--- config.mk ---
export PLATFORM = sky130hd
export DESIGN_NAME = tmr_vote_stage
export DESIGN_NICKNAME = d
export VERILOG_FILES = /design/src/rtl/tmr_vote_stage.sv
export SDC_FILE = /design/constraint.sdc
export NUM_CORES = 1
export LEC_CHECK = 0
export ABC_AREA = 0
export CORE_MARGIN = 2
export CORE_UTILIZATION = 30
export DETAILED_ROUTE_END_ITERATION = 12
export PLACE_DENSITY = 0.63
export SYNTH_ARGS = -nofsm -noshare
export SYNTH_HDL_FRONTEND = slang
export SYNTH_SLANG_ARGS = --single-unit
--- constraint.sdc ---
create_clock -name CP -period 1.9 [get_ports CP]
set_input_delay 0.38 -clock CP [delete_from_list [all_inputs] [get_ports CP]]
set_output_delay 0.38 -clock CP [all_outputs]
set_load 0.01 [all_outputs]
--- src/rtl/tmr_vote_stage.sv ---
// tmr_vote_stage: triple-modular-redundancy voter with a one-deep registered
// output stage, lane-health tracking (NORMAL / SUSPECT / FAILED) and an
// optional saturating error counter enabled by macro TMR_VOTE_ERRCNT_EN.
module tmr_vote_stage #(
  parameter int W            = 8,
  parameter int FAULT_THRESH = 4,
  parameter int CNT_W        = 8
) (
  input  logic             CP,
  input  logic             CD,
  input  logic [W-1:0]     A,
  input  logic [W-1:0]     B,
  input  logic [W-1:0]     C,
  input  logic             IN_VALID,
  output logic             IN_READY,
  output logic [W-1:0]     Z,
  output logic             OUT_VALID,
  input  logic             OUT_READY,
  output logic             ERR,
  output logic             MULTI,
  output logic [1:0]       FAIL_LANE,
  output logic [CNT_W-1:0] ERR_CNT,
  input  logic             CLR_CNT
);

  localparam logic [1:0] LANE_NONE = 2'b00;
  localparam logic [1:0] LANE_A    = 2'b01;
  localparam logic [1:0] LANE_B    = 2'b10;
  localparam logic [1:0] LANE_C    = 2'b11;
  localparam logic [3:0] THRESH    = 4'(FAULT_THRESH);

  typedef enum logic [1:0] {
    ST_NORMAL  = 2'd0,
    ST_SUSPECT = 2'd1,
    ST_FAILED  = 2'd2
  } health_e;

  // Bitwise 2-of-3 majority.
  function automatic logic [W-1:0] maj3(input logic [W-1:0] a,
                                        input logic [W-1:0] b,
                                        input logic [W-1:0] c);
    return (a & b) | (a & c) | (b & c);
  endfunction

  // Registered state
  health_e        state_q;
  logic [1:0]     lane_q;
  logic [3:0]     run_q;
  logic [1:0]     fail_lane_q;
  logic [W-1:0]   z_q;
  logic           err_q;
  logic           multi_q;
  logic           out_valid_q;
  logic           armed_q;

  // Combinational vote of the incoming beat
  logic [W-1:0]   z_d;
  logic           err_d;
  logic           multi_d;
  logic           single_d;
  logic [1:0]     single_lane_d;
  logic           diff_a_s;
  logic           diff_b_s;
  logic           diff_c_s;
  logic [1:0]     n_diff_s;
  logic           accept_s;

  assign IN_READY  = ~out_valid_q | OUT_READY;
  // armed_q blocks acceptance on the first edge after reset release.
  assign accept_s  = IN_VALID & IN_READY & armed_q;

  assign Z         = z_q;
  assign ERR       = err_q;
  assign MULTI     = multi_q;
  assign OUT_VALID = out_valid_q;
  assign FAIL_LANE = fail_lane_q;

  // Vote the incoming replicas: majority while healthy, surviving lanes once a lane has failed.
  always_comb begin
    z_d           = maj3(A, B, C);
    diff_a_s      = 1'b0;
    diff_b_s      = 1'b0;
    diff_c_s      = 1'b0;
    n_diff_s      = 2'd0;
    err_d         = 1'b0;
    multi_d       = 1'b0;
    single_d      = 1'b0;
    single_lane_d = LANE_NONE;
    case (fail_lane_q)
      LANE_NONE: begin
        diff_a_s = (A != z_d);
        diff_b_s = (B != z_d);
        diff_c_s = (C != z_d);
        n_diff_s = {1'b0, diff_a_s} + {1'b0, diff_b_s} + {1'b0, diff_c_s};
        err_d    = (n_diff_s != 2'd0);
        multi_d  = (n_diff_s >= 2'd2);
        single_d = (n_diff_s == 2'd1);
        if (diff_a_s) begin
          single_lane_d = LANE_A;
        end else if (diff_b_s) begin
          single_lane_d = LANE_B;
        end else if (diff_c_s) begin
          single_lane_d = LANE_C;
        end else begin
          single_lane_d = LANE_NONE;
        end
      end
      LANE_A: begin
        z_d     = B;
        err_d   = (B != C);
        multi_d = (B != C);
      end
      LANE_B: begin
        z_d     = A;
        err_d   = (A != C);
        multi_d = (A != C);
      end
      LANE_C: begin
        z_d     = A;
        err_d   = (A != B);
        multi_d = (A != B);
      end
      default: begin
        z_d     = maj3(A, B, C);
        err_d   = 1'b0;
        multi_d = 1'b0;
      end
    endcase
  end

  // Lane-health FSM: tracks consecutive single-lane mismatches and latches a failed lane.
  always_ff @(posedge CP or negedge CD) begin
    if (!CD) begin
      state_q     <= ST_NORMAL;
      lane_q      <= LANE_NONE;
      run_q       <= 4'd0;
      fail_lane_q <= LANE_NONE;
    end else if (accept_s) begin
      case (state_q)
        ST_NORMAL: begin
          if (single_d) begin
            state_q <= ST_SUSPECT;
            lane_q  <= single_lane_d;
            run_q   <= 4'd1;
          end else begin
            state_q <= ST_NORMAL;
          end
        end
        ST_SUSPECT: begin
          if (single_d && (single_lane_d == lane_q)) begin
            if ((run_q + 4'd1) == THRESH) begin
              state_q     <= ST_FAILED;
              fail_lane_q <= lane_q;
            end else begin
              run_q <= run_q + 4'd1;
            end
          end else if (single_d) begin
            lane_q <= single_lane_d;
            run_q  <= 4'd1;
          end else begin
            state_q <= ST_NORMAL;
            lane_q  <= LANE_NONE;
            run_q   <= 4'd0;
          end
        end
        ST_FAILED: begin
          state_q <= ST_FAILED;
        end
        default: begin
          state_q <= ST_NORMAL;
          lane_q  <= LANE_NONE;
          run_q   <= 4'd0;
        end
      endcase
    end else begin
      state_q <= state_q;
    end
  end

  // Output holding register: load on accept, drop valid on drain, otherwise hold.
  always_ff @(posedge CP or negedge CD) begin
    if (!CD) begin
      out_valid_q <= 1'b0;
      z_q         <= '0;
      err_q       <= 1'b0;
      multi_q     <= 1'b0;
    end else if (accept_s) begin
      out_valid_q <= 1'b1;
      z_q         <= z_d;
      err_q       <= err_d;
      multi_q     <= multi_d;
    end else if (OUT_READY) begin
      out_valid_q <= 1'b0;
    end else begin
      out_valid_q <= out_valid_q;
    end
  end

  // Acceptance enable: stays low for exactly the first edge after reset release.
  always_ff @(posedge CP or negedge CD) begin
    if (!CD) begin
      armed_q <= 1'b0;
    end else begin
      armed_q <= 1'b1;
    end
  end

`ifdef TMR_VOTE_ERRCNT_EN
  logic [CNT_W-1:0] err_cnt_q;

  // Saturating count of accepted erroneous beats; clear wins over increment.
  always_ff @(posedge CP or negedge CD) begin
    if (!CD) begin
      err_cnt_q <= '0;
    end else if (CLR_CNT) begin
      err_cnt_q <= '0;
    end else if (accept_s && err_d && (err_cnt_q != {CNT_W{1'b1}})) begin
      err_cnt_q <= err_cnt_q + CNT_W'(1);
    end else begin
      err_cnt_q <= err_cnt_q;
    end
  end

  assign ERR_CNT = err_cnt_q;
`else
  logic unused_clr_cnt_s;

  assign unused_clr_cnt_s = CLR_CNT;
  assign ERR_CNT          = '0;
`endif

endmodule

### After elaboration in Yosys (flattened, before gate mapping)

Index checks and enable logic that the tools add are counted.

* $add $sub $neg: 3
* $lt $le $gt $ge: 1
* equal/unequal tests: 19
* muxes and demuxes: 24
* bitwise logic cells: 10
* reduce and logical (&&, ||, !) cells: 10

Operators by type and width (count)
* $ne 8x8->1: 6
* $and 8x8->8: 3
* $mux 2: 10
* $or 8x8->8: 2
* $pmux 8 s2: 1
* $mux 4: 3
* $pmux 2 s3: 2
* $pmux 4 s3: 1
* $reduce_and 4->1: 3
* $ne 3x3->1 const B: 3
* $pmux 1 s4: 2
* $eq 2x1->1 const B: 3
* $eq 2x2->1 const B: 3
* $mux 1: 5
* $add 4x1->4 const B: 1
* $eq 4x3->1 const B: 1
* $logic_not 2->1: 2
* $ne 2x2->1 const B: 2
* $reduce_bool 2->1: 2
* $reduce_and 3->1: 1
* $add 1x1->2: 1
* $add 2x1->2: 1
* $and 1x1->1: 2
* $eq 2x2->1: 1
* other kinds (5): 6

* flip-flop bits (word level): 22
* input bits: 29
* output and inout port bits: 22
* word-level logic and storage cells: 76

### Longest topological paths before layout

Gate-level depths: netlist of run 1.

* word-level depth: 12
* gate-level depth with buffers: 12
* depth with buffers taken out: 11

### Least setup slack after synthesis of run 1

No wires, ideal clock.

* path kind: in2reg
* start point: input A[7]
* end point: register run_q[1]
* setup time: 0.121 ns
* arrival: 3.494 ns
* required time: 1.779 ns
* slack: -1.715 ns
* stages: 11
* path buffers: 1
* cells stage by stage: ha_1 > nor4_1 > o22ai_1 > or4_1 > buf_2 > fa_1 > nand2_1 > nor3_1 > o21ai_1 > a41o_1 > a22o_1

* longest elaborated chain between the ends: 12
* elaborated cells between the ends (all ways): 22
* classes of those cells: add/sub (2); eq/ne (7); mux (7); bitwise (4); reduce/logical (2)

Ends and longest elaborated chain
* start, declared: line 11 `input logic [W-1:0] A,`
* parallel branches: the longest is 12 deep, another holds $add 1x1->2
* end signal, assigned: line 155 `run_q <= run_q + 4'd1;`
* end, declared: line 48 `logic [3:0] run_q;`

Parallel ways; which one is timed is not known.
A chain may end at the register's enable or synchronous reset.

### Final worst setup path of run 1

* start point: input C[3]
* end point: register run_q[1]

* longest elaborated chain between the ends: 12
* elaborated cells between the ends (all ways): 22
* classes of those cells: add/sub (2); eq/ne (7); mux (7); bitwise (4); reduce/logical (2)

Ends and longest elaborated chain
* start, declared: line 13 `input logic [W-1:0] C,`
* parallel branches: the longest is 12 deep, another holds $add 1x1->2

Parallel ways; which one is timed is not known.

==> implementation parameters, run 1 <==
Parameter                              Value

Drt
  Routed WL    7.85 mm
  Initial DRT Pass Iterations    4
  Antenna violation net count after detailed routing    0
  Via density per instance    5.57
  Wire length per cell    16.7 um
  Drt first-iter violations    127
  Via Count    2610
  Final routed DRC violation total    0

Global route
  Largest net degree at the start of global routing    25
  Vias in the first global route    2755
  First-pass GRT wire length    13.0 mm
  Overflow left after global routing    0
  Aggregate global-route resource usage    19.3%
  Antenna violations before repair    0

Hold path
  Hold Path End    Z[1]
  Worst hold path cell count    3
  Worst hold path class    in2reg
  Startpoint of the tightest hold check path    A[1]

Clocking
  Clock buffers created by TritonCTS    3
  Hold buffers post-CTS    0
  Sinks on Clock Net    22
  Clock Tree Root    sky130_fd_sc_hd__clkbuf_8
  Clock latency on the worst-skew pair    0.27 ns
  CTS tree    built
  Number of H-tree levels    1
  Clock transition at the registers of the reported paths    0.09 ns
  Maximum buffer depth of the clock tree    2

Die
  Number of rows in the core area    31
  Effective utilization at floorplan    31.0%
  Horizontal extent of the die    90.3 um
  Area of the die    0.00815 sq mm
  Number of top-level pins    51
  Core Box Area    0.00721 sq mm
  Vertical die dimension    90.3 um

STA
  Max Clk Rate    344 MHz
  Final Hold Fails    0
  Worst Hold Margin    0.393 ns
  Min cycle time layout    2.91 ns
  Total negative slack    -10.77 ns
  Setup-violating endpoint count in the final report    12
  Final critical-path setup slack    -1.01 ns
  Period Utilization, post-route    153%
  Final-report max-slew violation count    0
  Setup repair after global routing missed its margin    yes
  Clock skew    0.00838 ns

Yosys
  Cell types with the largest area share after synthesis    sky130_fd_sc_hd__dfrtp_1 (25%), sky130_fd_sc_hd__ha_1 (14%), sky130_fd_sc_hd__nor4_1 (11%)
  Library cell with the largest summed area after synthesis    sky130_fd_sc_hd__dfrtp_1
  Total of flip-flops plus latches after synthesis    22
  Fraction of synthesized cell area taken by the top area cell type    24.6%
  Count of warnings emitted by yosys    0
  Fraction of registers with async set or reset after synthesis    100%
  Cell count after synthesis    256
  Count of distinct cell types in the synthesized netlist    44
  Syn_area_per_cell    8.73 sq um
  Post-synth design cell area    0.00223 sq mm
  Dominant register cell in the synthesized netlist    sky130_fd_sc_hd__dfrtp_1
  Number of flops mapped to enable cells by yosys    0
  Sequential element share of the synthesized area    24.6%

Cells and area
  Commonest cells after routing, fill and taps aside    sky130_fd_sc_hd__buf_4 (71), sky130_fd_sc_hd__o31a_1 (24), sky130_fd_sc_hd__ha_4 (24)
  Commonest non-fill, non-tap cell in the layout    sky130_fd_sc_hd__buf_4
  Final non-filler cell area    0.00410 sq mm
  Share of layout cells above drive strength 1    47.6%
  Share of the core filled with cells in the final layout    56.8%
  Total number of nets in the final design    426
  Layout overhead on the synthesized area    83.4%
  Number of antenna repair diodes    0

Critical path
  Critical Path Source Type    input port
  Required @ worst endpoint    2.05 ns
  Biggest fanout along the worst timing path    4
  Data arrival time of the worst path    3.06 ns
  Path depth of the worst reg2reg path    6
  Critical path class    in2reg
  Beginning of the worst register-to-register path    FAIL_LANE[1]
  End of the worst register-to-register path    run_q[1]
  Reg-to-reg setup timing slack    -0.04 ns
  Endpoint kind of the worst setup timing path    register

Outcome
  Status    finished with violations
  Violations in the final reports    negative setup slack

Power and ir drop
  Leakage    1.64 nW
  Power density normalized to cell area    425 mW/mm^2
  Total chip power    1.74 mW
  Worst IR Drop VDD    0.314 mV

Job
  Max-Cap Viols    0

Placement
  Final HPWL from detailed placement    5.02 mm
  Gpl congestion    0.880
  Placement-stage cell area    0.00320 sq mm
  IO Port Bufs    41
-- power breakdown --
group | switching (mW) | total [mW] | internal, mW
Clock | 0.162 | 0.347 | 0.185
Sequential | 0.0296 | 0.543 | 0.514
Combinational | 0.386 | 0.849 | 0.463
Total | 0.578 | 1.74 | 1.16
-- worst max-delay path, cell delays in order --
cell,delay (ns)
sky130_fd_sc_hd__buf_12,0.11
sky130_fd_sc_hd__ha_4,0.17
sky130_fd_sc_hd__buf_6,0.12
sky130_fd_sc_hd__nor4_2,0.20
sky130_fd_sc_hd__o22ai_1,0.15
sky130_fd_sc_hd__or4_4,0.57
sky130_fd_sc_hd__fa_1,0.51
sky130_fd_sc_hd__nand2_2,0.08
sky130_fd_sc_hd__nor3_4,0.18
sky130_fd_sc_hd__o21ai_4,0.11
sky130_fd_sc_hd__a41o_1,0.25
sky130_fd_sc_hd__a22o_1,0.23
-- routing by layer --
layer,global-route usage (%),vias to the layer above,wire length [um]
met4,5.77,0,172
met1,22.9,1273,3390
met5,0,-,0
met2,35.2,67,3960
met3,3.76,16,326
li1,-,1254,-
-- synth_stat cells, types with 2 or more instances --
master and number:
sky130_fd_sc_hd__nor4_2 2, sky130_fd_sc_hd__a211o_1 8, sky130_fd_sc_hd__o21ai_0 3, sky130_fd_sc_hd__clkbuf_1 9, sky130_fd_sc_hd__a41o_1 3, sky130_fd_sc_hd__or4_1 2, sky130_fd_sc_hd__nor2_1 13, sky130_fd_sc_hd__nand3_1 2
sky130_fd_sc_hd__inv_1 12, sky130_fd_sc_hd__nor4_1 38, sky130_fd_sc_hd__mux2i_1 4, sky130_fd_sc_hd__nor3_1 3, sky130_fd_sc_hd__a31oi_1 10, sky130_fd_sc_hd__a22o_1 2, sky130_fd_sc_hd__buf_4 8, sky130_fd_sc_hd__nor3b_1 2
sky130_fd_sc_hd__ha_1 25, sky130_fd_sc_hd__dfrtp_1 22, sky130_fd_sc_hd__nand2_1 20, sky130_fd_sc_hd__o31ai_1 2, sky130_fd_sc_hd__a21oi_1 4, sky130_fd_sc_hd__o22ai_1 13, sky130_fd_sc_hd__conb_1 2, sky130_fd_sc_hd__nor2b_1 3
sky130_fd_sc_hd__nor4b_1 2, sky130_fd_sc_hd__o31a_1 24
-- stage by stage --
step           instances  setup slack [ns]
2_1_floorplan        263             -1.27
3_3_place_gp         432             -1.82
3_5_place_dp         432             -1.86
4_1_cts              468            -0.989
5_1_grt              469             -1.18
6_report             469             -1.01
-- final cells by class --
| cell class | count | area [sq um] |
|---|---|---|
| clock buffer | 4 | 55.1 |
| fill | 634 | 3120 |
| inverter | 12 | 45.0 |
| multi-input combinational | 210 | 2210 |
| sequential | 22 | 551 |
| tap | 99 | 124 |
| timing repair buffer | 122 | 1120 |
-- worst max path at each step --
stage	from	end	depth (start not counted)
finish	C[3]	run_q[1]	12
global route	A[1]	lane_q[1]	13
CTS	A[5]	lane_q[1]	13
detailed placement	B[4]	lane_q[1]	13
global placement	B[1]	lane_q[1]	13
floorplan	B[7]	run_q[1]	11
-- state kept, by name (all words and copies together), names as in the netlist --
name       flops
run_q          4
FAIL_LANE      2
lane_q         2
Z              8
ERR            1
armed_q        1
OUT_VALID      1
state_q        2
MULTI          1
-- cell families (layout without fill, tap and decap cells) --
group	count (synthesis)	after routing	share of synthesized area (%)
AND/OR/NAND/NOR	94	94	25.0
flip-flops	22	22	24.6
AO/OA/AOI/OAI	76	76	25.9
adder cells (fa/ha/maj)	26	26	14.9
multiplexers	5	5	2.30
buffers and inverters	31	138	6.94
other	2	9	0.336
-- what timing repair did --
action	in CTS	in global routing
pin swaps	46	7
setup endpoints to repair	12	15
resized for setup	211	25
setup buffers	32	1
endpoints found under the hold margin	0	0
(Power assumes the default switching activity.)
==> inputs of run 2 (changes only) <==
Settings changed: GPL_ROUTABILITY_DRIVEN set to 0, PLACE_DENSITY 0.63 to 0.61.
Clock period 1.9 ns to 2.93 ns, I/O delays scaled along.
==> implementation parameters, run 2 (synthesized netlist as in run 1, its figures left out) <==
Parameter                              Value

Die
  Vertical die dimension    90.3 um
  Effective utilization at floorplan    31.0%
  Number of top-level pins    51
  Horizontal extent of the die    90.3 um
  Core Box Area    0.00721 sq mm
  Number of rows in the core area    31
  Area of the die    0.00815 sq mm

Placement
  IO Port Bufs    41
  Placement-stage cell area    0.00323 sq mm
  Placed Cells incl. Taps    435
  Final HPWL from detailed placement    4.99 mm
  Pre-CTS worst setup slack    -1.05 ns

STA
  Max Clk Rate    319 MHz
  Max-slew headroom at the worst pin    44.5%
  Final-report max-slew violation count    0
  Clock skew    0.00720 ns
  Total negative slack    -0.859 ns
  Setup repair after global routing missed its margin    yes
  Worst-margin pin slew    0.830 ns
  Worst Hold Margin    0.493 ns
  Setup-violating endpoint count in the final report    9
  Final Hold Fails    0
  Final critical-path setup slack    -0.207 ns
  Period Utilization, post-route    107%
  Min cycle time layout    3.14 ns

Drt
  Wire length per cell    16.2 um
  Via Count    2476
  Initial DRT Pass Iterations    4
  Via density per instance    5.54
  Drt first-iter violations    99
  Final routed DRC violation total    0
  Antenna violation net count after detailed routing    0
  Routed WL    7.23 mm

Cells and area
  Final non-filler cell area    0.00386 sq mm
  Total number of nets in the final design    404
  Flip-flop count of the largest register after layout    8
  Non-Filler Instances    447
  Share of layout cells above drive strength 1    44.8%
  Layout overhead on the synthesized area    72.8%
  Commonest non-fill, non-tap cell in the layout    sky130_fd_sc_hd__buf_4
  Number of antenna repair diodes    0
  Commonest cells after routing, fill and taps aside    sky130_fd_sc_hd__buf_4 (61), sky130_fd_sc_hd__o31a_1 (24), sky130_fd_sc_hd__ha_4 (23)

Global route
  Aggregate global-route resource usage    17.6%
  Largest net degree at the start of global routing    25
  Vias in the first global route    2498
  Antenna violations before repair    0
  Overflow left after global routing    0
  First-pass GRT wire length    11.9 mm

Critical path
  Reg-to-reg setup timing slack    0.85 ns
  End of the worst register-to-register path    run_q[1]
  Required @ worst endpoint    3.13 ns
  Source of the critical timing path    C[2]
  Endpoint kind of the worst setup timing path    register
  Critical path class    in2reg
  Critical Path Source Type    input port
  Biggest fanout along the worst timing path    6
  Beginning of the worst register-to-register path    FAIL_LANE[1]
  Data arrival time of the worst path    3.34 ns
  Path depth of the worst reg2reg path    6

Hold path
  Hold Path End    OUT_VALID
  Startpoint of the tightest hold check path    armed_q
  Worst hold path cell count    2
  Worst hold path class    reg2reg

Clocking
  CTS tree    built
  Clock buffers created by TritonCTS    3
  Number of H-tree levels    1
  Clock transition at the registers of the reported paths    0.10 ns
  Hold buffers post-CTS    0
  Maximum buffer depth of the clock tree    2
  Clock latency on the worst-skew pair    0.27 ns
  Sinks on Clock Net    22
  Clock Tree Root    sky130_fd_sc_hd__clkbuf_8

Job
  Max-Cap Viols    0

Outcome
  Violations in the final reports    negative setup slack
  Status    finished with violations

Power and ir drop
  Worst IR Drop VDD    0.154 mV
  Power density normalized to cell area    300 mW/mm^2
  Leakage    1.51 nW
[run 2: changes by cell type in the layout (fill, tap and decap cells not counted), sizes merged]
cell / delta
clkbuf: -1
buf: -22
bufinv: +1
clkdlybuf4s50: +1
dlymetal6s2s: -1
[run 2: worst max-delay path: stages]
cell and delay (ns):
sky130_fd_sc_hd__buf_6 0.11, sky130_fd_sc_hd__ha_4 0.19, sky130_fd_sc_hd__nor4_4 0.30, sky130_fd_sc_hd__o22ai_2 0.13, sky130_fd_sc_hd__or4_4 0.57, sky130_fd_sc_hd__fa_1 0.51
sky130_fd_sc_hd__nand2_2 0.07, sky130_fd_sc_hd__nor3_4 0.20, sky130_fd_sc_hd__buf_6 0.16, sky130_fd_sc_hd__nor2_4 0.04, sky130_fd_sc_hd__nor4_2 0.23, sky130_fd_sc_hd__o21ai_1 0.12
sky130_fd_sc_hd__mux2i_1 0.14
[run 2: layer usage]
| metal | vias to the layer above | global-route usage, % | wire length, um |
|---|---|---|---|
| met5 | - | 0 | 0 |
| met1 | 1184 | 22.6 | 3060 |
| met4 | 0 | 4.49 | 99 |
| met3 | 10 | 2.25 | 401 |
| met2 | 73 | 31.2 | 3670 |
| li1 | 1209 | - | - |
[run 2: worst max-delay path by stage]
stage	depth (start not counted)	to
6_report	13	lane_q[1]
5_1_grt	13	lane_q[1]
4_1_cts	13	lane_q[1]
3_5_place_dp	13	lane_q[1]
3_3_place_gp	13	lane_q[1]
2_1_floorplan	11	run_q[1]
[run 2: cell type report]
class,instances,area [sq um]
Sequential cell,22,551
Tap cell,99,124
Multi-Input combinational cell,210,2220
Inverter,12,45.0
Fill cell,641,3350
Timing Repair Buffer,100,856
Clock inverter,1,30.0
Clock buffer,3,41.3
[run 2: stage by stage]
step / power [mW] / util, %
3_3_place_gp: 0.759 / 44.7
4_1_cts: 1.13 / 51.5
3_5_place_dp: 0.764 / 44.7
6_report: 1.16 / 53.5
2_1_floorplan: 0.564 / -
5_1_grt: 1.22 / 53.5
[run 2: what timing repair did]
action                     in CTS  in global routing
setup buffers                   8                  0
cloned                          0                  0
pin swaps                      39                  7
setup endpoints to repair      12                  9
resized for setup             186                 32
[run 2: power by group]
group          internal [mW]  total (mW)  switching (mW)
Sequential             0.333       0.358          0.0251
Combinational          0.270       0.501           0.232
Clock                  0.183       0.300           0.117
